**config.mk**
```make
export PLATFORM = sky130hd
export DESIGN_NAME = transceiver_integration_top
export DESIGN_NICKNAME = d
export VERILOG_FILES = /design/src/rtl/transceiver_integration_top.sv
export SDC_FILE = /design/constraint.sdc
export NUM_CORES = 1
export LEC_CHECK = 0
export CORE_ASPECT_RATIO = 1.4
export CORE_MARGIN = 3
export CORE_UTILIZATION = 62
export CTS_CLUSTER_SIZE = 25
export DETAILED_ROUTE_END_ITERATION = 10
export PLACE_DENSITY = 0.8
export SYNTH_ARGS = -nofsm -noshare
export SYNTH_HDL_FRONTEND = slang
export SYNTH_SLANG_ARGS = --single-unit
```
**constraint.sdc**
```tcl
create_clock -name CLK_48MHZ -period 2.6 [get_ports CLK_48MHZ]
set_input_delay 0.26 -clock CLK_48MHZ [delete_from_list [all_inputs] [get_ports CLK_48MHZ]]
set_output_delay 0.26 -clock CLK_48MHZ [all_outputs]
set_load 0.01 [all_outputs]
```
**src/rtl/transceiver_integration_top.sv**
```systemverilog
//============================================================================
// Module   : transceiver_integration_top / transceiver_integration
// Brief    : SPI-master bring-up sequencer for a CC1101-style transceiver.
//            Waits after reset, strobes SRES, writes the configuration ROM
//            and then polls the status register forever.
// Macro    : TRANSCEIVER_VERIFY_EN enables configuration readback/verify.
// Revision : 1.0 - initial release
//============================================================================
`timescale 1ns/1ps
`default_nettype none

module transceiver_integration #(
  parameter int CLK_DIV        = 12,
  parameter int STARTUP_CYCLES = 4800,
  parameter int POLL_CYCLES    = 48000,
  parameter int GAP_CYCLES     = 24
) (
  input  logic clk,
  input  logic rst_n,
  input  logic i_miso,
  output logic o_ss,
  output logic o_mosi,
  output logic o_sclk
);

  typedef enum logic [2:0] {
    ST_WAIT_START = 3'd0,
    ST_STROBE_RES = 3'd1,
    ST_WAIT_RES   = 3'd2,
    ST_CFG_WRITE  = 3'd3,
    ST_CFG_VERIFY = 3'd4,
    ST_POLL_WAIT  = 3'd5,
    ST_POLL_READ  = 3'd6
  } state_t;

  // Bit-level sub-phase of the SPI engine
  typedef enum logic [2:0] {
    PH_IDLE  = 3'd0,
    PH_READY = 3'd1,
    PH_LOW   = 3'd2,
    PH_HIGH  = 3'd3,
    PH_TAIL  = 3'd4,
    PH_GAP   = 3'd5
  } phase_t;

  localparam logic [15:0] c_DIV_LAST   = 16'(CLK_DIV - 1);
  localparam logic [15:0] c_START_LAST = 16'(STARTUP_CYCLES - 1);
  localparam logic [15:0] c_POLL_LAST  = 16'(POLL_CYCLES - 1);
  localparam logic [15:0] c_GAP_LAST   = 16'(GAP_CYCLES - 1);
  localparam logic [7:0]  c_SRES       = 8'h30;
  localparam logic [7:0]  c_POLL_CMD   = 8'hF5;

  // Configuration ROM: {address, data}
  function automatic logic [15:0] rom_entry(input logic [1:0] idx);
    case (idx)
      2'd0:    rom_entry = 16'h0206;
      2'd1:    rom_entry = 16'h0805;
      2'd2:    rom_entry = 16'h0B06;
      default: rom_entry = 16'h0D21;
    endcase
  endfunction

  state_t      r_state;
  phase_t      r_phase;
  logic [15:0] r_cnt;
  logic [1:0]  r_idx;
  logic [15:0] r_tx;
  logic [7:0]  r_rx;
  logic [3:0]  r_bits;
  logic [7:0]  r_status;
  logic        r_ss;
  logic        r_sclk;
  logic        r_mosi;

  state_t      w_target;
  logic [15:0] w_word;
  logic [3:0]  w_bits;
  logic [15:0] w_rom;
  logic [15:0] w_wait_last;
  logic        w_launch;
  logic        w_status_unused;

`ifdef TRANSCEIVER_VERIFY_EN
  logic [1:0]  r_vidx;
  logic [15:0] w_vrom;
  assign w_vrom = rom_entry(r_vidx);
`endif

  assign w_rom       = rom_entry(r_idx);
  assign w_wait_last = (r_state == ST_POLL_WAIT) ? c_POLL_LAST : c_START_LAST;
  assign w_launch    = ((r_phase == PH_IDLE) && (r_cnt == w_wait_last)) ||
                       ((r_phase == PH_GAP)  && (r_cnt == c_GAP_LAST));

  // Status byte has no pin; it is observed through the hierarchy
  assign w_status_unused = ^r_status;

  // Frame to launch next: wait states hand over to their transaction state
  always_comb begin
    w_target = r_state;
    w_word   = 16'h0000;
    w_bits   = 4'd15;
    case (r_state)
      ST_WAIT_START: w_target = ST_STROBE_RES;
      ST_WAIT_RES:   w_target = ST_CFG_WRITE;
      ST_POLL_WAIT:  w_target = ST_POLL_READ;
      default:       w_target = r_state;
    endcase
    case (w_target)
      ST_STROBE_RES: begin
        w_word = {c_SRES, 8'h00};
        w_bits = 4'd7;
      end
      ST_CFG_WRITE:  w_word = w_rom;
`ifdef TRANSCEIVER_VERIFY_EN
      ST_CFG_VERIFY: w_word = {w_vrom[15:8] | 8'h80, 8'h00};
`endif
      ST_POLL_READ:  w_word = {c_POLL_CMD, 8'h00};
      default:       w_word = 16'h0000;
    endcase
  end

  // Sequencer and SPI bit engine with registered pin outputs
  always_ff @(posedge clk or negedge rst_n) begin
    if (!rst_n) begin
      r_state  <= ST_WAIT_START;
      r_phase  <= PH_IDLE;
      r_cnt    <= 16'd0;
      r_idx    <= 2'd0;
      r_tx     <= 16'd0;
      r_rx     <= 8'd0;
      r_bits   <= 4'd0;
      r_status <= 8'd0;
      r_ss     <= 1'b1;
      r_sclk   <= 1'b0;
      r_mosi   <= 1'b0;
`ifdef TRANSCEIVER_VERIFY_EN
      r_vidx   <= 2'd0;
`endif
    end else if (w_launch) begin
      // SS falls together with the first MOSI bit
      r_state <= w_target;
      r_phase <= PH_READY;
      r_ss    <= 1'b0;
      r_mosi  <= w_word[15];
      r_tx    <= {w_word[14:0], 1'b0};
      r_bits  <= w_bits;
      r_rx    <= 8'd0;
      r_cnt   <= 16'd0;
    end else begin
      case (r_phase)
        PH_IDLE, PH_GAP: r_cnt <= r_cnt + 16'd1;
        PH_READY: begin
          // MISO low means the chip is ready; unbounded wait otherwise
          if (!i_miso) begin
            r_phase <= PH_LOW;
            r_cnt   <= 16'd0;
          end
        end
        PH_LOW: begin
          if (r_cnt == c_DIV_LAST) begin
            r_sclk  <= 1'b1;
            r_rx    <= {r_rx[6:0], i_miso};
            r_phase <= PH_HIGH;
            r_cnt   <= 16'd0;
          end else begin
            r_cnt <= r_cnt + 16'd1;
          end
        end
        PH_HIGH: begin
          if (r_cnt == c_DIV_LAST) begin
            r_sclk <= 1'b0;
            r_cnt  <= 16'd0;
            if (r_bits != 4'd0) begin
              r_bits  <= r_bits - 4'd1;
              r_mosi  <= r_tx[15];
              r_tx    <= {r_tx[14:0], 1'b0};
              r_phase <= PH_LOW;
            end else begin
              r_phase <= PH_TAIL;
            end
          end else begin
            r_cnt <= r_cnt + 16'd1;
          end
        end
        PH_TAIL: begin
          if (r_cnt == c_DIV_LAST) begin
            r_ss   <= 1'b1;
            r_mosi <= 1'b0;
            r_cnt  <= 16'd0;
            case (r_state)
              ST_STROBE_RES: begin
                r_state <= ST_WAIT_RES;
                r_phase <= PH_IDLE;
              end
              ST_CFG_WRITE: begin
                if (r_idx == 2'd3) begin
`ifdef TRANSCEIVER_VERIFY_EN
                  r_state <= ST_CFG_VERIFY;
                  r_vidx  <= 2'd0;
                  r_phase <= PH_GAP;
`else
                  r_state <= ST_POLL_WAIT;
                  r_phase <= PH_IDLE;
`endif
                end else begin
                  r_idx   <= r_idx + 2'd1;
                  r_phase <= PH_GAP;
                end
              end
`ifdef TRANSCEIVER_VERIFY_EN
              ST_CFG_VERIFY: begin
                if (r_rx != w_vrom[7:0]) begin
                  r_state <= ST_STROBE_RES;
                  r_idx   <= 2'd0;
                  r_phase <= PH_GAP;
                end else if (r_vidx == 2'd3) begin
                  r_state <= ST_POLL_WAIT;
                  r_phase <= PH_IDLE;
                end else begin
                  r_vidx  <= r_vidx + 2'd1;
                  r_phase <= PH_GAP;
                end
              end
`endif
              ST_POLL_READ: begin
                r_status <= r_rx;
                r_state  <= ST_POLL_WAIT;
                r_phase  <= PH_IDLE;
              end
              default: begin
                r_state <= ST_WAIT_START;
                r_phase <= PH_IDLE;
              end
            endcase
          end else begin
            r_cnt <= r_cnt + 16'd1;
          end
        end
        default: r_phase <= PH_IDLE;
      endcase
    end
  end

  assign o_ss   = r_ss;
  assign o_mosi = r_mosi;
  assign o_sclk = r_sclk;

endmodule

module transceiver_integration_top #(
  parameter int CLK_DIV        = 12,
  parameter int STARTUP_CYCLES = 4800,
  parameter int POLL_CYCLES    = 48000,
  parameter int GAP_CYCLES     = 24
) (
  input  logic CLK_48MHZ,
  input  logic BUF2_PBRST_T9,
  input  logic MISO,
  output logic SS,
  output logic MOSI,
  output logic SCLK
);

  transceiver_integration #(
    .CLK_DIV        (CLK_DIV),
    .STARTUP_CYCLES (STARTUP_CYCLES),
    .POLL_CYCLES    (POLL_CYCLES),
    .GAP_CYCLES     (GAP_CYCLES)
  ) u_core (
    .clk    (CLK_48MHZ),
    .rst_n  (BUF2_PBRST_T9),
    .i_miso (MISO),
    .o_ss   (SS),
    .o_mosi (MOSI),
    .o_sclk (SCLK)
  );

endmodule

`default_nettype wire

```
==> impl_summary.md, run 1 <==
Routing
For this block, the via count after detailed routing is 2280. The total length of routed wires is 5.90 mm. The routed via count divided by cell count is between 6 and 7. The length of the first detailed-routing pass in iterations is 5.

The number of nets still failing antenna checks after routing is 0. For this run, design rule violations remaining after detail routing come to 0. After detailed routing, the average wire length per cell comes to 16.4 µm. The violation count after the first detailed-route iteration is 203.

Worst setup path
Walking the worst path, the cells encountered are or4_4, a311oi_1, o2111ai_1, and2_1, buf_4, a31oi_1, o21ai_0. The endpoint arrival time on the critical path is 2520 ps. STA puts the critical path data required time at 2780 ps.

The category of the most critical setup path is reg -> reg. The cell at the slowest stage of the critical path is sky130_fd_sc_hd__or4_4. Along the worst path, the maximum fanout reaches 19. The kind of cell with the highest combined delay along the critical path is simple AND/OR/NAND/NOR gates.

The internal reg-to-reg setup slack is about 260 ps. The sum of buffers and inverters on the critical path is 1. The worst setup path is launched from a flip-flop. The kind of end point of the critical path is a flip-flop. In this design, the stage delay of the slowest critical-path cell is 580 ps.

STA
The worst pin sits at a relative slew slack of 0.319. Setup repair after global routing left no endpoint under its margin. The number of pins with negative max-slew slack in the final report is 0. The minimum clock period after layout is 2340 ps.

The share of the cycle needed by the critical path after routing is 0.900. Adding up every negative setup slack in the final design gives 0 ps. The top achievable clock speed is 0.428 GHz.

Between clock sinks in the finished design, the worst skew comes to 10.6 ps. Across all hold checks on the routed design, the worst slack comes to 118 ps. The total of endpoints with negative setup slack in the final report is 0. The total count of hold-check failures in the final report is 0. For the pin with the worst max-slew slack, the measured transition is 1020 ps.

Global route
The first-pass GRT wire length is 10.2 mm. The global-route congestion overflow total is 0. For this run, the total global-route usage over all layers was measured as 0.255.

The number of antenna violations at the first check in global routing was 0. The largest net degree at the start of global routing is 47. The number of global-route vias before repair is 2275.

Power and ir drop
The static leakage power is 1.39 nW. The combinational power share is 0.013. The part of the power in registers is 0.519.

The total internal power is about 1.1 mW. The fraction of power spent switching nets is 0.182. The clock share of power is 0.469. The net load switching power is 0.251 mW. The power density over the cells is 470 nW/µm². The peak ir drop on the vdd network is 0.000542 V.

Clock tree
The clock drives 46 sinks. Clock-pin slew was measured on the worst setup and hold paths at 90 ps. The number of buffers on the longest clock path is 2. For this design, the CTS-stage hold fixing added 0 buffers. Clock tree synthesis selected as its root buffer the cell sky130_fd_sc_hd__clkbuf_8. The number of buffers added by the clock tree synthesis step is 5.

The buffers inserted during post-CTS setup optimization is 0. Post-CTS repair changed the size of 0 cells. The number of levels the H-tree was split into is 2.

The latest clock arrival within the worst-skew pair is 300 ps. The clock tree from TritonCTS is yes.

Synth
In the synthesized netlist the async set-or-reset flop fraction comes to 1.00. The main combinational cell family by area after synthesis is simple AND/OR/NAND/NOR gates. The total of warnings raised by yosys is 0. The average instance area after synthesis is 8.63 µm². The netlist uses 49 different library cells. The compound-cell area share of the yosys netlist is 0.158. The number of instances in the synthesized netlist is a little over 300. The primary flip-flop cell chosen by synthesis mapping is sky130_fd_sc_hd__dfrtp_1. The share of the Yosys chip area taken by registers is 0.432. Of the total synthesized cell area, the portion taken by XOR and XNOR cells is 0.0230.

The synthesized netlist net count is 320. The mux share of post-synthesis cell area is 0.0305. Of the total synthesized cell area, the portion taken by full adders, half adders and majority gates is 0.0375. The combined area of all synthesized cells is 2670 µm².

Of the total synthesized cell area, the portion taken by AND, OR, NAND and NOR gates is 0.266. The register bit total from synthesis is 46. In this run, synthesis inferred 0 flip-flops with an integrated enable.

Finish
The proportion of layout cells with a drive suffix above 1 is 0.0886. The antenna diode instance count is 0. The synthesis-to-layout area growth is 9.99%. The net count of the finished layout is 326.

Floorplan
Row generation in the floorplan step produced 27 rows. The effective utilization at floorplan is 0.658. The die extent in y is 83.6 µm. The area of the core is slightly above 4000 µm². The floorplan die area is 5140 µm². The width of the die is 61.4 µm.

The number of top-level pins is 6.

Placement
The number of buffers inserted by port buffering is 5. The HPWL after detailed placement is 4.21 mm. Routability-driven placement finished with a final weighted congestion of 0.897.

Job
The number of max-cap violations is 0.

Status
The run finished with clean final reports.

Hold path
The classification of the worst-slack hold path is in -> async.
==> path summary, 6_finish.rpt <==
kind	from	end	cells past startpoint
worst min register to register	u_core.r_tx[7]	u_core.r_tx[8]	2
max in group asynchronous	BUF2_PBRST_T9	u_core.r_idx[1]	1
worst max-delay path	u_core.r_cnt[8]	u_core.r_state[0]	7
min in group CLK_48MHZ	u_core.r_tx[7]	u_core.r_tx[8]	2
worst min-delay path	BUF2_PBRST_T9	u_core.r_cnt[1]	1
worst max register to register	u_core.r_cnt[8]	u_core.r_state[0]	7
==> per-layer routing <==
metal,share of wire,vias to the layer above,GRT usage
met1,0.42,1097,0.314
met5,0,-,0
met3,0.029,16,0.0356
met2,0.53,61,0.432
met4,0.026,0,0.104
li1,-,1106,-
==> cell usage in the layout (no fill, tap or decap), drive strengths merged, types with 2 or more instances in the layout <==
cell type / instances
nand2: 47
dfrtp: 45
nor2: 23
o21ai: 22
nand3: 21
inv: 16
buf: 15
a21oi: 11
a31oi: 10
and3: 8
ha: 8
nor2b: 7
mux2i: 7
nor3: 6
nand4: 6
clkbuf: 6
xnor2: 4
o22ai: 4
clkdlybuf4s50: 4
nor4: 3
and4: 3
nor3b: 3
xor2: 3
nand2b: 2
a311oi: 2
o2111ai: 2
and2: 2
o21a: 2
o311ai: 2
a2bb2oi: 2
bufinv: 2
or4: 2
==> worst register-to-register path, cell delays in order, from the launching register on <==
cell and delay [ps]:
sky130_fd_sc_hd__dfrtp_1 430, sky130_fd_sc_hd__or4_4 580, sky130_fd_sc_hd__a311oi_1 230, sky130_fd_sc_hd__o2111ai_1 150, sky130_fd_sc_hd__and2_1 310, sky130_fd_sc_hd__buf_4 270
sky130_fd_sc_hd__a31oi_1 170, sky130_fd_sc_hd__o21ai_0 90
==> flip-flops by register name, indices dropped and copies added, names as in the netlist, 2 cells and up <==
| register | flops |
|---|---|
| u_core.r_cnt | 16 |
| u_core.r_tx | 15 |
| u_core.r_bits | 4 |
| u_core.r_phase | 3 |
| u_core.r_state | 3 |
| u_core.r_idx | 2 |
==> area by class of cell <==
class	instances	area, µm²
Sequential cell	46	1150
Fill cell	303	1120
Multi-Input combinational cell	227	1380
Tap cell	43	53.8
Inverter	16	60.1
Timing Repair Buffer	19	150
Clock buffer	6	82.6
Clock inverter	2	60.1
==> synthesized netlist by cell type (all sizes together) (2+ instances only) <==
cell	n	area, µm²
nor2	23	86.3
a2bb2oi	2	17.5
mux2i	7	70.1
and3	8	50.1
o311ai	2	17.5
dfrtp	45	1130
buf	5	23.8
inv	16	60.1
nor3	6	30.0
nor4	3	18.8
o21ai	22	110
nand4	6	37.5
nand2b	2	12.5
nor2b	7	43.8
nor3b	3	22.5
nand3	21	118
xnor2	4	35.0
xor2	3	26.3
nand2	47	176
a21oi	11	55.1
a311oi	2	17.5
o2111ai	2	17.5
o22ai	4	25.0
or4	2	18.8
ha	8	100
and4	3	26.3
a31oi	10	62.6
o21a	2	15.0
clkbuf	15	56.3
and2	2	12.5
==> cell families (layout without fill, tap and decap cells) <==
logic type / Yosys count / in the layout
buffers and inverters: 36 / 43
AND/OR/NAND/NOR: 138 / 138
multiplexers: 8 / 8
flip-flops: 46 / 46
XOR/XNOR: 7 / 7
adder cells (fa/ha/maj): 8 / 8
AO/OA/AOI/OAI: 66 / 66
==> power groups by stage <==
stage | sequential [mW] | combinational (mW) | clock (mW)
3_5_place_dp | 0.729 | 0.0187 | 0
4_1_cts | 0.715 | 0.0187 | 0.660
3_3_place_gp | 0.729 | 0.0184 | 0
6_report | 0.715 | 0.0174 | 0.646
5_1_grt | 0.715 | 0.0207 | 0.690
2_1_floorplan | 0.729 | 0.00161 | 0
==> stage by stage <==
step | cells | total power, mW | utilization | setup WS [ps] | cell area (µm²)
after floorplan | 309 | 0.731 | - | 431 | 2670
after global placement | 351 | 0.747 | 0.689 | 313 | 2790
after detailed placement | 351 | 0.748 | 0.689 | 300 | 2790
after CTS | 359 | 1.39 | 0.724 | 284 | 2930
after global routing | 359 | 1.43 | 0.724 | 89.0 | 2930
final | 359 | 1.38 | 0.724 | 261 | 2930
Power figures use the tool's default switching activity.
==> inputs of run 2 (changes only) <==
Settings changed: SKIP_LAST_GASP set to 1.
==> results of run 2 <==
Same layout as run 1: the final DEF is identical, and so are final timing and power.
==> inputs of run 3 (changes only) <==
Settings changed: PLACE_DENSITY 0.8 to unset, PLACE_DENSITY_LB_ADDON set to 0.05.
==> run 3 against run 2 <==
- non-clock buffer count down 3
- worst hold slack worse by 1.5 ps
- clock power down 19%
- combinational power down 3%
- count of clock-buffer cells in the layout down 1
- register-to-register slack worse by 40 ps
- fmax down 1.5%
- clock skew about the same
- first-iteration DRC count up 17%
- worst setup slack worse by 36 ps
- flip-flop and latch count unchanged
- critical path type unchanged
- largest cell class unchanged
- largest power group unchanged
- highest routed layer unchanged
==> impl_summary.md, run 3 (same netlist as run 1, synthesis figures left out) <==
Placement
The number of buffers inserted by port buffering came to 5 (unchanged). The final weighted congestion in routability-driven placement is 0.896 (about the same). The number of placed cells counting well taps is 348 (-0.85%). The post-DP HPWL is 4.35 mm (+3.3%).

Routing
The count of unresolved DRC violations after routing is 0 (unchanged). The violation count after the first detailed-route iteration was 238 (+17%). The number of nets still failing antenna checks after routing is 0 (unchanged). The number of vias after detailed routing was 2278 (-0.088%). The length of the first detailed-routing pass in iterations is 4 (-1). The routed via count divided by cell count was 6.40 (+0.75%). The total length of routed wires is 5.85 mm (-0.80%).

The per-cell routed wire length is 16.4 µm (about the same).

Status
The flow ran to the end, and the final reports show no timing, DRC or antenna violations.

Power and ir drop
The peak ir drop on the vdd network is 0.000507 V (-6.5%). The static leakage power is 1.36 nW (-2.2%). The power density over the cells came to 435 nW/µm² (-7.3%).

Finish
The register with the most flip-flops in the final layout is u_core.r_cnt. The largest registers in the layout are u_core.r_cnt (16), u_core.r_tx (15), u_core.r_bits (4). The area of the multi-input gates came to 1380 µm² (unchanged). The number of fill cells is 342 (+13%). The filler-free cell count of the finished design is 356 (-0.84%). The layout net count came to 323 (-0.92%).

The proportion of layout cells with a drive suffix above 1 was 0.0799 (-0.00874). The area taken by flip-flops and latches came to 1150 µm² (unchanged). The antenna diode instance count is 0 (unchanged). The top cell types in the final layout, fill and taps aside, are 47 x sky130_fd_sc_hd__nand2_1, 45 x sky130_fd_sc_hd__dfrtp_1, 23 x sky130_fd_sc_hd__nor2_1.

Compared with the post-synthesis result, the final layout area differs by 7.88%. The most common library cell in the layout ignoring fill and taps is sky130_fd_sc_hd__nand2_1. The number of flip-flops under the largest register name is 16 (unchanged).

Clock tree
The number of buffers added by the clock tree synthesis step is 5 (unchanged). The number of clock sinks is 46 (unchanged). The number of buffers inserted for hold repair after clock tree synthesis was 0 (unchanged).

The clock root buffer master is sky130_fd_sc_hd__clkbuf_8. The latest clock arrival within the worst-skew pair is 300 ps (about the same). The number of levels the H-tree was split into is 2 (unchanged). The clock transition at the registers of the reported paths was 90 ps (about the same). The quantity of gates resized following cts came to 0 (unchanged). The buffers inserted during post-CTS setup optimization is 0 (unchanged). The number of buffers on the longest clock path is 2 (unchanged). The clock tree from TritonCTS is yes.

Floorplan
The number of top-level pins is 6 (unchanged). The effective utilization at floorplan was 0.658 (unchanged). The standard-cell row count was 27 (unchanged). The width of the die is 61.4 µm (unchanged). The floorplan die area came to 5140 µm² (unchanged). The area of the core is 4050 µm² (unchanged).

The die extent in y came to 83.6 µm (unchanged).

STA
The total of endpoints with negative setup slack in the final report is 0 (unchanged). The top achievable clock speed is 0.421 GHz (-1.5%). The relative slew slack was 0.340 (+0.0208). The worst-margin pin slew is 990 ps (-31.1 ps). The number of pins with negative max-slew slack in the final report is 0 (unchanged). The share of the cycle needed by the critical path after routing is 0.913 (+0.0139). Setup repair after global routing left no endpoint under its margin.

The minimum clock period after layout was 2370 ps (+36.1 ps). The sum of negative setup slack is 0 ps (unchanged). The worst slack on hold paths came to 116 ps (-1.47 ps).

The total count of hold-check failures in the final report came to 0 (unchanged). The largest clock skew in the final design came to 11.0 ps (+0.458 ps).

Worst setup path
STA classifies the critical path endpoint as a flip-flop. The endpoint arrival time on the critical path came to 2560 ps (+40 ps). The worst setup path is launched from a flip-flop. The category of the most critical setup path is reg -> reg. The data required time of the worst path is 2780 ps (about the same). The biggest fanout along the worst timing path is 12 (-7). The length in cells of the worst reg-to-reg path is 6 (-1).

Job
The number of max-cap violations is 0 (unchanged).

Global route
The first-pass GRT wire length is 10.3 mm (+0.54%). The number of antenna violations at the first check in global routing is 0 (unchanged). The total routing resource utilization after global routing was 0.255 (-0.000840). The global-route congestion overflow total is 0 (unchanged). The largest net degree at the start of global routing was 47 (unchanged). The number of global-route vias before repair was 2295 (+0.88%).

Hold path
The classification of the worst-slack hold path is in -> async.
-- run 3: layout make-up --
type / instances / share of cell area
clock buffers: 5 / 0.0239
clock inverters: 3 / 0.0139
inverters: 16 / 0.0209
multi-input cells: 227 / 0.478
flip-flops and latches: 46 / 0.400
well taps: 43 / 0.0187
repair buffers: 16 / 0.0443
-- run 3: per-stage QoR --
step | util | setup slack [ps] | total power [mW] | area (µm²)
after CTS | 0.710 | 235 | 1.27 | 2880
final | 0.710 | 225 | 1.25 | 2880
after detailed placement | 0.683 | 243 | 0.747 | 2770
after global routing | 0.710 | 83.0 | 1.30 | 2880
after global placement | 0.683 | 278 | 0.747 | 2770
after floorplan | - | 431 | 0.731 | 2670
-- run 3: final timing paths --
path                                  start          endpoint  slack [ps]
min in group CLK_48MHZ     u_core.r_bits[0]  u_core.r_bits[0]         490
hold reg to reg            u_core.r_bits[0]  u_core.r_bits[0]         490
max in group asynchronous     BUF2_PBRST_T9  u_core.r_bits[2]        1870
setup / recovery            u_core.r_cnt[8]    u_core.r_tx[9]         230
hold / removal                BUF2_PBRST_T9   u_core.r_cnt[0]         120
setup reg to reg            u_core.r_cnt[8]    u_core.r_tx[9]         230
-- run 3: power by group --
group | switching (mW) | total [mW] | leakage (nW) | internal (mW)
clock network | 0.238 | 0.521 | 0.0579 | 0.283
logic | 0.0143 | 0.0169 | 0.704 | 0.00266
registers | 0 | 0.715 | 0.593 | 0.715
total | 0.252 | 1.25 | 1.36 | 1.00
-- run 3: per-layer routing --
layer,wire [µm],vias up,track usage
met1,2390,1107,0.306
met2,3130,59,0.441
met5,0,-,0
li1,-,1095,-
met3,169,17,0.0418
met4,160,0,0.0869
-- run 3: worst max-delay path, stage by stage (launching register included) --
cell,delay (ps)
sky130_fd_sc_hd__dfrtp_1,420
sky130_fd_sc_hd__or4_4,580
sky130_fd_sc_hd__a311oi_1,240
sky130_fd_sc_hd__o2111ai_1,190
sky130_fd_sc_hd__and2_1,330
sky130_fd_sc_hd__and3_1,230
sky130_fd_sc_hd__a211o_1,270
